--- src/rtl/seg_scan_driver_p.sv ---
`default_nettype none
// ============================================================================
// Module   : seg_scan_driver_p
// Brief    : Parametrised multiplexed 7-segment scan driver. Loads a binary
//            value over a valid/busy handshake, converts it to BCD one bit
//            per cycle (or passes hex nibbles through), and time-multiplexes
//            DIGITS common-anode digits with leading-zero blanking, per-digit
//            blink, overflow dashes and selectable output polarity.
// Revision : 1.0 - initial release
// ============================================================================
module seg_scan_driver_p #(
    parameter int DIGITS      = 6,
    parameter int VAL_W       = 20,
    parameter int SCAN_DIV    = 1000,
    parameter int BLINK_DIV   = 25_000_000,
    parameter bit SEG_ACT_LOW = 1'b1,
    parameter bit SEL_ACT_LOW = 1'b1
) (
    input  logic              clk,
    input  logic              rst,
    input  logic [VAL_W-1:0]  value,
    input  logic              value_vld,
    input  logic              hex_mode,
    input  logic [DIGITS-1:0] dot,
    input  logic [DIGITS-1:0] blink,
    input  logic              blank_lz,
    output logic              busy,
    output logic [DIGITS-1:0] sel,
    output logic [7:0]        seg
);

    localparam int c_BCD_W   = 4 * DIGITS;
    localparam int c_EXT_W   = (VAL_W > c_BCD_W) ? VAL_W : c_BCD_W;
    localparam int c_CNT_W   = (VAL_W > 1) ? $clog2(VAL_W) : 1;
    localparam int c_IDX_W   = $clog2(DIGITS);
    localparam int c_SCAN_W  = (SCAN_DIV > 1) ? $clog2(SCAN_DIV) : 1;
    localparam int c_BLINK_W = (BLINK_DIV > 1) ? $clog2(BLINK_DIV) : 1;

    localparam logic [c_CNT_W-1:0]   c_BIT_LAST   = c_CNT_W'(VAL_W - 1);
    localparam logic [c_IDX_W-1:0]   c_IDX_LAST   = c_IDX_W'(DIGITS - 1);
    localparam logic [c_SCAN_W-1:0]  c_SCAN_LAST  = c_SCAN_W'(SCAN_DIV - 1);
    localparam logic [c_BLINK_W-1:0] c_BLINK_LAST = c_BLINK_W'(BLINK_DIV - 1);

    localparam logic [7:0]        c_SEG_OFF = SEG_ACT_LOW ? 8'hFF : 8'h00;
    localparam logic [DIGITS-1:0] c_SEL_OFF = SEL_ACT_LOW ? {DIGITS{1'b1}} : {DIGITS{1'b0}};

    localparam logic [0:0] c_ST_IDLE = 1'b0;
    localparam logic [0:0] c_ST_CONV = 1'b1;

    // Load / conversion state
    logic [0:0]           r_state;
    logic                 r_busy;
    logic                 r_hex;
    logic [VAL_W-1:0]     r_shift;
    logic [c_BCD_W-1:0]   r_bcd;
    logic [c_CNT_W-1:0]   r_bit_cnt;
    logic                 r_ovf_acc;

    // Display buffer
    logic [c_BCD_W-1:0]   r_buf;
    logic                 r_ovf;

    // Scan / blink timing and registered outputs
    logic [c_SCAN_W-1:0]  r_scan_cnt;
    logic [c_IDX_W-1:0]   r_idx;
    logic [c_BLINK_W-1:0] r_blink_cnt;
    logic                 r_blink_phase;
    logic [DIGITS-1:0]    r_sel;
    logic [7:0]           r_seg;

    logic [c_BCD_W-1:0]   w_add3;
    logic [c_BCD_W-1:0]   w_dd_next;
    logic [c_EXT_W-1:0]   w_val_ext;
    logic [c_BCD_W-1:0]   w_hex;
    logic [DIGITS-1:0]    w_lz;
    logic                 w_scan_wrap;
    logic [3:0]           w_nib;
    logic                 w_dp_n;
    logic [7:0]           w_seg_low;
    logic [DIGITS-1:0]    w_onehot;

    // Common-anode glyphs, active-low, g..a in bits 6:0
    function automatic logic [6:0] f_glyph(input logic [3:0] nib);
        case (nib)
            4'h0:    f_glyph = 7'h40;
            4'h1:    f_glyph = 7'h79;
            4'h2:    f_glyph = 7'h24;
            4'h3:    f_glyph = 7'h30;
            4'h4:    f_glyph = 7'h19;
            4'h5:    f_glyph = 7'h12;
            4'h6:    f_glyph = 7'h02;
            4'h7:    f_glyph = 7'h78;
            4'h8:    f_glyph = 7'h00;
            4'h9:    f_glyph = 7'h10;
            4'hA:    f_glyph = 7'h08;
            4'hB:    f_glyph = 7'h03;
            4'hC:    f_glyph = 7'h46;
            4'hD:    f_glyph = 7'h21;
            4'hE:    f_glyph = 7'h06;
            default: f_glyph = 7'h0E;
        endcase
    endfunction

    // Per-digit helpers: double-dabble correction and "this digit and all
    // above are zero" flags for leading-zero blanking.
    for (genvar i = 0; i < DIGITS; i++) begin : g_digit
        assign w_add3[4*i +: 4] = (r_bcd[4*i +: 4] >= 4'd5) ? (r_bcd[4*i +: 4] + 4'd3)
                                                            : r_bcd[4*i +: 4];
        assign w_lz[i] = (r_buf[c_BCD_W-1:4*i] == '0);
    end

    // The bit shifted out of the top nibble would start digit DIGITS, so any
    // 1 leaving the register means the value needs more digits than we have.
    assign w_dd_next = {w_add3[c_BCD_W-2:0], r_shift[VAL_W-1]};
    assign w_val_ext = c_EXT_W'(r_shift);
    assign w_hex     = w_val_ext[c_BCD_W-1:0];

    // Load FSM: accept in IDLE, run VAL_W dabble steps (or one hex step)
    always_ff @(posedge clk or posedge rst) begin
        if (rst) begin
            r_state   <= c_ST_IDLE;
            r_busy    <= 1'b0;
            r_hex     <= 1'b0;
            r_shift   <= '0;
            r_bcd     <= '0;
            r_bit_cnt <= '0;
            r_ovf_acc <= 1'b0;
            r_buf     <= '0;
            r_ovf     <= 1'b0;
        end else begin
            case (r_state)
                c_ST_IDLE: begin
                    if (value_vld && !r_busy) begin
                        r_shift   <= value;
                        r_hex     <= hex_mode;
                        r_bcd     <= '0;
                        r_bit_cnt <= '0;
                        r_ovf_acc <= 1'b0;
                        r_busy    <= 1'b1;
                        r_state   <= c_ST_CONV;
                    end
                end
                c_ST_CONV: begin
                    if (r_hex) begin
                        r_buf   <= w_hex;
                        r_ovf   <= 1'b0;
                        r_busy  <= 1'b0;
                        r_state <= c_ST_IDLE;
                    end else begin
                        r_bcd     <= w_dd_next;
                        r_shift   <= r_shift << 1;
                        r_ovf_acc <= r_ovf_acc | w_add3[c_BCD_W-1];
                        r_bit_cnt <= r_bit_cnt + c_CNT_W'(1);
                        if (r_bit_cnt == c_BIT_LAST) begin
                            r_buf   <= w_dd_next;
                            r_ovf   <= r_ovf_acc | w_add3[c_BCD_W-1];
                            r_busy  <= 1'b0;
                            r_state <= c_ST_IDLE;
                        end
                    end
                end
                default: begin
                    r_busy  <= 1'b0;
                    r_state <= c_ST_IDLE;
                end
            endcase
        end
    end

    // Blink phase generator, toggles every BLINK_DIV cycles
    always_ff @(posedge clk or posedge rst) begin
        if (rst) begin
            r_blink_cnt   <= '0;
            r_blink_phase <= 1'b0;
        end else if (r_blink_cnt == c_BLINK_LAST) begin
            r_blink_cnt   <= '0;
            r_blink_phase <= ~r_blink_phase;
        end else begin
            r_blink_cnt <= r_blink_cnt + c_BLINK_W'(1);
        end
    end

    assign w_scan_wrap = (r_scan_cnt == c_SCAN_LAST);
    assign w_nib       = r_buf[{r_idx, 2'b00} +: 4];
    assign w_dp_n      = ~dot[r_idx];
    assign w_onehot    = {{(DIGITS-1){1'b0}}, 1'b1} << r_idx;

    // Active-low segment byte for the digit about to be driven, by priority
    always_comb begin
        w_seg_low = 8'hFF;
        if (r_blink_phase && blink[r_idx]) begin
            w_seg_low = 8'hFF;
        end else if (r_ovf) begin
            w_seg_low = {w_dp_n, 7'h3F};
        end else if (blank_lz && (r_idx != '0) && w_lz[r_idx]) begin
            w_seg_low = {w_dp_n, 7'h7F};
        end else begin
            w_seg_low = {w_dp_n, f_glyph(w_nib)};
        end
    end

    // Scan counter and digit index; sel and seg load together on the wrap
    // edge so they always describe the same digit.
    always_ff @(posedge clk or posedge rst) begin
        if (rst) begin
            r_scan_cnt <= '0;
            r_idx      <= '0;
            r_sel      <= c_SEL_OFF;
            r_seg      <= c_SEG_OFF;
        end else if (w_scan_wrap) begin
            r_scan_cnt <= '0;
            r_idx      <= (r_idx == c_IDX_LAST) ? '0 : (r_idx + c_IDX_W'(1));
            r_sel      <= SEL_ACT_LOW ? ~w_onehot : w_onehot;
            r_seg      <= SEG_ACT_LOW ? w_seg_low : ~w_seg_low;
        end else begin
            r_scan_cnt <= r_scan_cnt + c_SCAN_W'(1);
        end
    end

    assign busy = r_busy;
    assign sel  = r_sel;
    assign seg  = r_seg;

endmodule
`default_nettype wire

--- config.mk ---
export PLATFORM = sky130hd
export DESIGN_NAME = seg_scan_driver_p
export DESIGN_NICKNAME = d
export VERILOG_FILES = /design/src/rtl/seg_scan_driver_p.sv
export SDC_FILE = /design/constraint.sdc
export NUM_CORES = 1
export LEC_CHECK = 0
export BUFFER_PORTS_ARGS = -buffer_cell sky130_fd_sc_hd__buf_4
export CAP_MARGIN = 40
export CORE_UTILIZATION = 35
export DETAILED_ROUTE_END_ITERATION = 10
export GPL_TIMING_DRIVEN = 0
export PLACE_DENSITY_LB_ADDON = 0.12
export REMOVE_ABC_BUFFERS = 1
export SYNTH_ARGS = -nofsm -noshare
export SYNTH_HDL_FRONTEND = slang
export SYNTH_SLANG_ARGS = --single-unit
--- constraint.sdc ---
create_clock -name clk -period 11.6 [get_ports clk]
set_input_delay 0.58 -clock clk [delete_from_list [all_inputs] [get_ports clk]]
set_output_delay 0.58 -clock clk [all_outputs]
set_load 0.01 [all_outputs]
==> results of run 1 <==
## through the flow
step	worst slack, ns	hold slack [ns]
3_5_place_dp	8.89	0.445
5_1_grt	8.69	0.308
2_1_floorplan	7.55	0.424
4_1_cts	8.88	0.276
3_3_place_gp	5.80	0.437
6_report	8.92	0.269
## power groups by stage
| stage | sequential (mW) | combinational (mW) | clock (mW) |
|---|---|---|---|
| floorplan | 0.672 | 0.413 | 0 |
| CTS | 0.710 | 0.596 | 0.588 |
| global route | 0.727 | 0.676 | 0.604 |
| detailed placement | 0.717 | 0.593 | 0 |
| global placement | 0.721 | 0.530 | 0 |
| finish | 0.709 | 0.589 | 0.573 |
## worst paths after layout
check	startpoint	to	slack (ns)
worst max-delay path	r_idx[0]$_DFFE_PP0N_	seg[5]$_DFFE_PP1N_	8.92
worst min-delay path	rst	r_scan_cnt[7]$_DFF_PP0_	0.27
worst max register to register	r_idx[0]$_DFFE_PP0N_	seg[5]$_DFFE_PP1N_	8.92
worst min register to register	r_blink_cnt[0]$_DFF_PP0_	r_blink_cnt[0]$_DFF_PP0_	0.45
max in group asynchronous	rst	r_hex$_DFFE_PP0P_	10.56
min in group clk	hex_mode	r_hex$_DFFE_PP0P_	0.36
## sequential cells by signal (all words and copies together), names as in the netlist, 3 cells and up
name	count
r_bit_cnt	5
r_bcd	24
seg	8
sel	6
r_blink_cnt	25
r_idx	3
r_scan_cnt	10
r_buf	24
r_shift	20
## critical path, delay by kind of cell, from the launching register on
family                   cells  cell delay (ns)
AO/OA/AOI/OAI                4             0.78
adder cells (fa/ha/maj)      1             0.23
buffers and inverters        1             0.11
flip-flops                   1             0.81
AND/OR/NAND/NOR              2             0.67
## synthesized netlist by cell type (2+ instances only)
cell and count:
o22ai_1 12, a21oi_1 53, nand2b_1 10, inv_1 25
dfstp_2 14, a211oi_1 2, dfrtp_1 117, nor4_1 9
mux2i_1 49, xnor2_1 25, a21boi_0 2, nand3_1 42
buf_1 8, ha_1 22, xor2_1 11, and3_1 4
clkbuf_1 25, nand2_1 68, o32a_1 5, and2_1 6
nor2_1 73, o31ai_1 7, nand4_1 8, nor3b_1 14
and4_1 4, or3_1 2, o22a_1 4, mux2_2 9
a31oi_1 4, nor3_1 10, o211ai_1 2, a22oi_1 3
o41ai_1 2, buf_2 4, o21ai_0 53, nor2b_1 4
## cell families (layout without fill, tap and decap cells)
group / Yosys count / count (layout) / share of synthesized area (%)
and+or+nand+nor: 262 / 262 / 18.5
AOI/OAI and AO/OA: 159 / 159 / 13.6
DFF: 131 / 131 / 47.5
buffers and inverters: 62 / 117 / 3.42
muxes: 58 / 58 / 8.52
xor gates and xnor gates: 36 / 36 / 4.54
adders and majority gates: 22 / 22 / 3.96
## cell usage in the layout, fill, tap and decap left out, types with 11 or more instances in the layout
master,n
nand3_1,42
inv_1,24
nand2_1,68
mux2i_1,49
xor2_1,11
dfstp_2,14
ha_1,22
dfrtp_1,116
buf_4,53
xnor2_1,25
o21ai_0,53
nor2_1,73
o22ai_1,12
clkbuf_16,17
a21oi_1,53
nor3b_1,13
## metal layers
metal / track usage [%] / up-vias / wire length (um)
met5: 0 / - / 0
met2: 27.3 / 94 / 7410
met1: 22.8 / 2611 / 7880
li1: - / 2674 / -
met3: 4.09 / 12 / 602
met4: 5.77 / 0 / 167
## area by class of cell
class | count | share of cell area (%)
clock inverter | 8 | 1.46
clock buffer | 23 | 6.10
sequential | 131 | 39.6
inverter | 25 | 1.19
timing repair buffer | 61 | 6.62
tap | 265 | 3.98
multi-input combinational | 537 | 41.1
==> run metrics, run 1 <==
Root Driver=clkbuf_16; Yosys top cell area share=roughly 42%; Power Dens Cells=about 220 nW/um2; Peak supply drop=0.000122 V; DRC=0; GRT Total Usage=approximately 17%; unrepaired setup endpoints after global routing=false; total routed wirelength=between 15000 and 20000 um; grt ovf=0; number of enable flip-flop cells after synthesis=0; RePlAce Congestion=slightly above 0.8; I/O Pins=52; Port Buf Inserts=51; clock buffer depth=2; fin. max-slew vios=0; Critical Path RT=~12 ns; Core Region=between 15000 and 20000 um2; First-pass DRT Iterations=5; multi-input logic area=3420 um2; Initial DRC Count=roughly 340; FF/Latch Area=between 3000 and 4000 um2; crit path launch type=flip-flop; final setup fails=0; Unique masters post-synth=54; fill count=approximately 1.9k; starting density of the core=35.7%; Clock transition at path regs=roughly 0.060 ns; switching share of power=between 30 and 40%; CP Capture Type=flip-flop; outcome=finished, final reports clean; Worst Reg2Reg Path Length in Cells=8; Cell Chain, Critical Path=or2_0, o22ai_1, nor2_1, inv_1, ha_1, o21ai_0, a21oi_1, o32a_1; max incr delay on CP=0.81 ns; cells after synthesis=730; ANT nets after route=0; Setup Buffers After CTS=0; Crit Path Class=reg2reg; Slew headroom=~45%; Net Sw Power=between 600 and 700 uW; leading area contributor after synthesis=dfrtp_1; FFs w/ async S/R, synth=100%; Main synth FF type=dfrtp_1; final net count=about 830; # H-tree levels=4; number of diodes=0; Die Area=between 20000 and 25000 um2; DP Wirelength=roughly 11000 um; worst-path fanout max=21; achievable frequency=roughly 0.37 GHz; Core Rows=between 50 and 60; worst slew pin tran=between 0.8 and 0.9 ns; Finished Cell Area=about 8300 um2; Critical Path AT=around 3.0 ns; worst skew pair latency=between 0.4 and 0.5 ns; Setup TNS=0 ns; post-cts sizing count=0; Cells after DPL=1019; Max-cap violations=0; Period minus WS final=between 2 and 3 ns; Hold Vio Cnt, Final=0; CTS tree=done; Post-DP Area=between 7000 and 8000 um2; Clock Sinks=131; Comb power frac=a little under a third; post-layout util=between 40% and 50%; Clk pwr share=30.6%; final cell count without fillers=between 1k and 1.5k; area delta synth->final=20.0%; CP max-delay cell=dfrtp_1; TritonCTS buffer count=17; Via density=between 5 and 6; Synthesis Warnings=0; register area share after synthesis=between 40 and 50%; hold_buf cts=0; Power Total=1.87 mW; die height=roughly 140 um; hold crit path type=in2async; Post-Syn Area=6940 um2; part of the power in registers=a little under two fifths; WL per Instance=15.3 um; syn avg cell area=~9.5 um2; Leak=around 3.6 nW; ranking of synthesized cells by area=dfrtp_1 (42%), mux2i_1 (7.1%), dfstp_2 (5.3%); ratio of final minimum period to clock period=23.1%; vias in the first global route=approximately 5.4k; first-pass GRT wire length=27100 um; pin count of the biggest net entering global routing=67; layout cells sized above 1=between 15 and 20%; Vias=between 5k and 6k; clk_skew=0.00653 ns; initial antenna violation count=0; Die Span X=between 100 and 150 um; internal cell power=around 1.2 mW; synthesized flop and latch total=between 100 and 150
Power figures use the tool's default switching activity.
==> run 2: changes to the inputs <==
==> constraint.sdc (replaced) <==
create_clock -name clk -period 2.4 [get_ports clk]
set_input_delay 0.12 -clock clk [delete_from_list [all_inputs] [get_ports clk]]
set_output_delay 0.12 -clock clk [all_outputs]
set_load 0.01 [all_outputs]
==> run 2 against run 1 <==
Against the previous run:
- die area unchanged
- flip-flop and latch count unchanged
- count of clock-buffer cells in the layout unchanged
- total power increased to 4.9 times the previous value
- final cell count increased by 2.1%
- largest cell class unchanged
- non-clock buffer count increased by 22
- worst setup slack got worse by 8.7 ns
- via count increased by 1.3%
- clock power increased to 4.8 times the previous value
- clock skew increased by 0.0011 ns
- global-route usage about the same
- largest power group unchanged
==> run metrics, run 2 (same netlist as run 1, synthesis figures left out) <==
Cell Chain, Critical Path=ha_1, nand2_1, nor4_4, buf_6, o211ai_2, or3_4, o32a_1; Leak=roughly 3.7 nW; Comb power frac=a little under a third; Setup TNS=0 ns; worst slew pin tran=0.643 ns; total routed wirelength=16200 um; Die Span X=roughly 140 um; CTS tree=done; achievable frequency=about 0.45 GHz; area delta synth->final=23.6%; max incr delay on CP=approximately 0.44 ns; starting density of the core=35.7%; clk_skew=0.00767 ns; Initial DRC Count=around 280; Clock transition at path regs=about 0.060 ns; Root Driver=clkbuf_16; fin. max-slew vios=0; I/O Pins=52; Max-cap violations=0; first-pass GRT wire length=roughly 27000 um; layout cells sized above 1=between 10% and 20%; initial antenna violation count=0; part of the power in registers=a little under two fifths; FF/Latch Area=around 3300 um2; worst-path fanout max=5; worst skew pair latency=around 0.42 ns; Critical Path RT=around 2.7 ns; CP Capture Type=flip-flop; ANT nets after route=0; final cell count without fillers=between 1k and 1.5k; Critical Path AT=roughly 2.6 ns; Crit. Startpoint=r_scan_cnt[0]$_DFF_PP0_; met2 usage=27.3%; final net count=854; DRC=0; multi-input logic area=3450 um2; Power Dens Cells=about 1100 nW/um2; Regs by FF count=r_blink_cnt: 25 flops, r_bcd: 24 flops, r_buf: 24 flops; final setup fails=0; GRT Total Usage=between 10% and 20%; Post-DP Area=7700 um2; Core Region=19500 um2; unrepaired setup endpoints after global routing=false; routing usage on met1=between 20% and 30%; grt ovf=0; Cells after DPL=about 1k; most common cell after layout, fill and taps aside=dfrtp_1; Hold Vio Cnt, Final=0; outcome=finished, final reports clean; clock buffer depth=2; Crit Path Class=reg2reg; worst r2r src=r_scan_cnt[0]$_DFF_PP0_; grt peak-use layer=met2; crit path launch type=flip-flop; Port Buf Inserts=51; Power Total=9.10 mW; Via density=around 5.1; DP Wirelength=roughly 11000 um; Period minus WS final=2.23 ns; commonest cells after routing, fill and taps aside=dfrtp_1 (113), nor2_1 (71), nand2_1 (68); Core Rows=between 50 and 60; fill count=1884; Slew headroom=between 50% and 60%; M3 GR Usage=4.09%; Clock Sinks=between 100 and 150; WL per Instance=approximately 15 um; number of diodes=0; Largest register FFs=25; hold crit path type=in2reg; Net Sw Power=roughly 3.2 mW; min-delay src=value[14]; Vias=approximately 5.5k; pin count of the biggest net entering global routing=between 60 and 70; post-layout util=between 40% and 50%; internal cell power=5.85 mW; Largest Register=r_blink_cnt; vias in the first global route=5434; switching share of power=35.7%; CP delay by family, top=simple AND/OR/NAND/NOR gates; Finished Cell Area=8580 um2; RePlAce Congestion=0.824; Clk pwr share=a little under a third; ratio of final minimum period to clock period=between 90% and 100%; CP max-delay cell=or3_4; die height=around 140 um; First-pass DRT Iterations=4; Buf/Inv on CP=1; # H-tree levels=4; Peak supply drop=roughly 0.00060 V; TritonCTS buffer count=17; Die Area=20400 um2
run 2: metrics by stage:
step | worst slack [ns] | hold slack [ns]
final | 0.169 | 0.0177
after global routing | 0.0235 | 0.0205
after CTS | 0.00423 | 0.00297
after detailed placement | -0.310 | 0.271
after global placement | -2.94 | 0.319
after floorplan | -1.19 | 0.225
run 2: layer usage:
layer | routed length [um] | share of wire (%) | vias to the layer above
met5 | 0 | 0 | -
met4 | 168 | 1.0 | 0
met3 | 555 | 3.4 | 14
met2 | 7430 | 46 | 78
met1 | 8020 | 50 | 2655
li1 | - | - | 2716
run 2: final timing paths:
check                      slack [ns]                   endpoint  depth (start not counted)
min in group asynchronous        0.37  r_blink_cnt[24]$_DFF_PP0_                          3
max in group asynchronous        1.25          r_hex$_DFFE_PP0P_                          4
setup / recovery                 0.17         seg[0]$_DFFE_PP1N_                          7
hold / removal                   0.02    r_shift[14]$_DFFE_PP0P_                          3
setup reg to reg                 0.17         seg[0]$_DFFE_PP1N_                          7
hold reg to reg                  0.45   r_blink_cnt[0]$_DFF_PP0_                          1
run 2: area by class of cell:
class	instances	share of cell area (%)
Timing Repair Buffer	83	8.88
Clock inverter	8	1.41
Inverter	25	1.15
Tap cell	265	3.86
Multi-Input combinational cell	537	40.2
Sequential cell	131	38.5
Clock buffer	23	5.92
run 2: what timing repair did:
action                                  CTS  global route
gates cloned                              0             0
pin swaps                                 1             0
hold buffers                             18             0
endpoints found under the setup margin   27            18
gates resized for setup                   7             8
setup buffers                             1             3
endpoints found under the hold margin    72             0
run 2: worst reg2reg max path: stages, from the launching register on:
cell and delay, ns:
dfrtp_1 0.38, ha_1 0.22, nand2_1 0.12, nor4_4 0.31, buf_6 0.16, o211ai_2 0.16, or3_4 0.45, o32a_1 0.36
run 2: power groups by stage:
stage,clock network (mW),logic (mW),registers (mW)
2_1_floorplan,0,2.00,3.25
3_3_place_gp,0,2.56,3.49
3_5_place_dp,0,2.87,3.47
4_1_cts,2.84,2.91,3.44
5_1_grt,2.92,3.31,3.53
6_report,2.76,2.89,3.44
